==> config.mk <==
export PLATFORM = sky130hd
export DESIGN_NAME = param_decoder
export DESIGN_NICKNAME = d
export VERILOG_FILES = /design/src/rtl/param_decoder.sv
export SDC_FILE = /design/constraint.sdc
export NUM_CORES = 1
export LEC_CHECK = 0
export ABC_AREA = 1
export BUFFER_PORTS_ARGS = -buffer_cell sky130_fd_sc_hd__buf_2
export CORE_MARGIN = 3
export CORE_UTILIZATION = 54
export CTS_BUF_LIST = sky130_fd_sc_hd__clkbuf_16
export CTS_CLUSTER_DIAMETER = 200
export DETAILED_ROUTE_END_ITERATION = 10
export GPL_TIMING_DRIVEN = 0
export PLACE_DENSITY = 0.78
export SETUP_SLACK_MARGIN = 0.4
export SLEW_MARGIN = 10
export SYNTH_ARGS = -nofsm -noshare
export SYNTH_HDL_FRONTEND = slang
export SYNTH_SLANG_ARGS = --single-unit
==> constraint.sdc <==
create_clock -name clk -period 1.54 [get_ports clk]
set_input_delay 0.231 -clock clk [delete_from_list [all_inputs] [get_ports clk]]
set_output_delay 0.231 -clock clk [all_outputs]
set_load 0.005 [all_outputs]
==> src/rtl/param_decoder.sv <==
// Registered SEL_W-to-2^SEL_W decoder with valid/ready accept, single-cycle direct mode and dwell-timed scan mode.
// Build option: define DEC_ONE_COLD_EN for an inverted (one-cold) out_onehot.
module param_decoder #(
    parameter int unsigned SEL_W = 2,
    parameter int unsigned DWELL = 1
) (
    input  logic                    clk,
    input  logic                    rst_n,
    input  logic                    en,
    input  logic                    mode,
    input  logic                    in_valid,
    output logic                    in_ready,
    input  logic [SEL_W-1:0]        sel,
    output logic [(1<<SEL_W)-1:0]   out_onehot,
    output logic                    out_valid,
    output logic [SEL_W-1:0]        cur_idx,
    output logic                    scan_done
);
    localparam int unsigned OUT_W = 1 << SEL_W;
    localparam logic [7:0] DWELL_LAST = 8'(DWELL - 1);
    localparam logic [SEL_W-1:0] IDX_LAST = '1;

    typedef enum logic [1:0] {IDLE, DIRECT, SCAN} state_t;

    state_t           state, state_nxt;
    logic [SEL_W-1:0] idx, idx_nxt;
    logic [7:0]       dwell_cnt, dwell_nxt;
    logic             active;
    logic             last_beat;
    logic [OUT_W-1:0] decoded;

    always_ff @(posedge clk or negedge rst_n) begin
        if (!rst_n) begin
            state     <= IDLE;
            idx       <= '0;
            dwell_cnt <= '0;
        end else begin
            state     <= state_nxt;
            idx       <= idx_nxt;
            dwell_cnt <= dwell_nxt;
        end
    end

    assign in_ready  = en & (state == IDLE);
    assign last_beat = (idx == IDX_LAST) && (dwell_cnt == DWELL_LAST);

    always_comb begin
        state_nxt = state;
        idx_nxt   = idx;
        dwell_nxt = dwell_cnt;
        // en low leaves every register untouched so the scan resumes in place
        if (en) begin
            unique case (state)
                IDLE: begin
                    if (in_valid) begin
                        idx_nxt   = sel;
                        dwell_nxt = '0;
                        state_nxt = mode ? SCAN : DIRECT;
                    end
                end
                DIRECT: state_nxt = IDLE;
                SCAN: begin
                    if (dwell_cnt == DWELL_LAST) begin
                        dwell_nxt = '0;
                        if (idx == IDX_LAST) state_nxt = IDLE;
                        else                 idx_nxt   = idx + 1'b1;
                    end else begin
                        dwell_nxt = dwell_cnt + 8'd1;
                    end
                end
                default: state_nxt = IDLE;
            endcase
        end
    end

    always_comb begin
        active       = en & (state != IDLE);
        decoded      = '0;
        decoded[idx] = active;
    end

    assign out_valid = active;
    assign cur_idx   = idx;
    assign scan_done = en & (state == SCAN) & last_beat;

`ifdef DEC_ONE_COLD_EN
    assign out_onehot = ~decoded;
`else
    assign out_onehot = decoded;
`endif

endmodule

==> summary.md <==
| Metric | Value |
|---|---|
| Mean Syn Cell Area | 6.720 µm² |
| Design Area, Final | 0.001212 mm² |
| Core Area | 0.001524 mm² |
| Die area | 0.002165 mm² |
| Die width | 46.53 µm |
| Setup WS pre-CTS | 0.1601 ns |
| Routability cong. | 0.8841 |
| Starting Density | 58.21% |
| Sequential area share after synthesis | 33.85% |
| Post-place instance area | 0.001005 mm² |
| Netlist cell types | 16 |
| Unrepaired setup endpoints after global routing | true |
| Drt first pass iters | 4 |
| Required @ worst endpoint | 1.31 ns |
| Yosys reg bits | 12 |
| DP Wirelength | 1.467 mm |
| Share of post-route cells with drive strength above 1 | 33.13% |
| Sink Count | 12 |
| GR Util met1 | 23.47% |
| Hold WC Path Type | in -> reg |
| Clk root buf | clkbuf_16 |
| Vias in the first global route | 844 |
| Post-layout util | 79.56% |
| Layout fillers | 105 |
| Synth warn | 0 |
| Outcome | complete, but fails checks |
| Setup TNS | -0.02181 ns |
| GR Util met2 | 41.48% |
| Worst setup SP type | flop |
| Antenna diodes | 0 |
| Maximum clock rate | 640.3 MHz |
| Initial antenna violation count | 0 |
| Critical Path Start | dwell_cnt[1] |
| Synthesis-to-finish area growth | 36.67% |
| Cell taking the most area after synthesis | dfrtp_1 |
| Row count | 14 |
| Hold WS | 0.2882 ns |
| Worst-margin pin slew | 0.2953 ns |
| CTS HTree Levels | 1 |
| Clock slew at reported path FFs | 0.05 ns |
| Global-route wire length before repair | 3.353 mm |
| Worst-Skew Late Latency | 0.24 ns |
| Via Count | 956 |
| Register Area | 304.0 µm² |
| Ys flop type | dfrtp_1 |
| Fin crit share | 101.4% |
| Tmin final | 1.562 ns |
| CTS tree | built |
| Total CTS buffers | 3 |
| Grt peak-use layer | met2 |
| Vias per inst | 5.432 |
| Hold Vio Cnt, Final | 0 |
| Data arrival, critical path | 1.33 ns |
| R2R depth | 11 |
| Most frequent cell after synthesis | nand2_1 |
| Reg2Reg Launch Point | dwell_cnt[1] |
| # DRC | 0 |
| DR iter-0 viols | 21 |
| Post-route ant nets | 0 |
| CP Class | reg -> out |
| Synth area leaders | dfrtp_1 (34%), nand2_1 (14%), nor2_1 (10%) |
| WL per Instance | 13.10 µm |
| Max clock buf depth | 2 |
| Reg2Reg Setup Slack | 0.03 ns |
| Asr flop ratio synth | 100.0% |
| Worst setup path end | scan_done |
| Final worst-path setup slack | -0.02181 ns |
| Largest net degree at the start of global routing | 13 |
| Multi-input gate area | 555.5 µm² |
| Maxcap violations | 0 |
| Max Slew Vio Count | 0 |
| Leakage | 0.6396 nW |
| Crit end category | output pin |
| Mapped Nets | 145 |
| Commonest cells post-synth | nand2_1 (32), nor2_1 (24), inv_1 (19) |
| Final #Nets | 174 |
| Grt total ovfl | 0 |
| Post-route insts no fill | 176 |
| Power per cell area | 1356 mW/mm² |
| I/O pin total | 16 |
| Total power | 1.644 mW |
| Die Height | 46.53 µm |
| Failing checks | setup timing |
| Post-Syn Area | 887.1 µm² |
| Endpoints failing setup | 1 |
| Slew Limit Headroom | 80.16% |
| Maximum vdd drop | 0.8877 mV |
| All-layer global routing usage | 22.35% |
| Layout Skew | 0.001122 ns |
| Post-synth EDFFs | 0 |
| Dpl cells | 163 |
| DRT Wirelength | 2.305 mm |
| R2r endpoint | dwell_cnt[3] |
| GRT met3 Usage | 2.734% |
| Port Buffer Count | 15 |
| CP max FO | 2 |
| Post-Syn Instances | 132 |
| Post-synth top area share | 33.85% |
-- logic make-up after synthesis --
group / synth area share (%)
buffers and inverters: 11.00
DFF: 33.85
adders and majority gates: 8.462
and+or+nand+nor: 40.34
AOI/OAI and AO/OA: 6.347
-- cells in the final DEF (no fill, tap or decap), drive strengths merged, types with 4 or more instances in the layout --
master  synthesis  layout
o21ai           5       5
a21oi           4       4
nand3           9       9
ha              6       6
inv            23      23
nand2          36      36
dfrtp          12      12
buf             1      24
nor2           25      25
nand4           9       9
-- sequential cells by signal, indices dropped and copies added, names as in the netlist --
name       flops
cur_idx        2
dwell_cnt      8
state          2
-- worst max-delay path: stages (launching register included) --
cell and delay [ns]:
dfrtp_1 0.40, inv_2 0.09, ha_4 0.14, nand2_2 0.05
nor2_2 0.09, nand2_2 0.08, nor3_2 0.10, buf_2 0.13
-- layout make-up --
cell class / instances / share of cell area [%]
multi-input cells: 96 / 45.82
inverters: 23 / 7.121
clock buffers: 3 / 6.192
plain buffers: 1 / 0.9288
repair buffers: 24 / 12.90
clock inverters: 1 / 0.3096
well taps: 16 / 1.651
flip-flops and latches: 12 / 25.08
-- where the power goes --
part | internal, mW | switching, mW | total, mW
clock | 0.343 | 0.146 | 0.489
sequential | 0.374 | 0.0923 | 0.466
combinational | 0.281 | 0.409 | 0.690
total | 0.998 | 0.647 | 1.64
-- metal layers --
layer | share of wire [%] | up-vias
li1 | - | 474
met1 | 41 | 438
met2 | 52 | 36
met3 | 4.2 | 8
met4 | 2.7 | 0
met5 | 0 | -
-- how the worst min path moves through the flow --
stage / startpoint / endpoint / slack [ns] / cells after the start
5_1_grt: mode / state[0] / 0.32 / 4
3_5_place_dp: rst_n / dwell_cnt[4] / 0.13 / 1
2_1_floorplan: rst_n / cur_idx[0] / -0.06 / 0
3_3_place_gp: rst_n / dwell_cnt[4] / 0.13 / 1
4_1_cts: mode / state[0] / 0.29 / 4
6_report: mode / state[0] / 0.29 / 4
-- repair_timing --
action | in CTS | in global routing
cloned | 0 | 1
gates resized for setup | 10 | 8
hold buffers | 1 | 0
endpoints found under the setup margin | 19 | 19
buffers inserted | 4 | 3
pin swaps | 0 | 3
endpoints found under the hold margin | 12 | 0
Power figures use the tool's default switching activity.
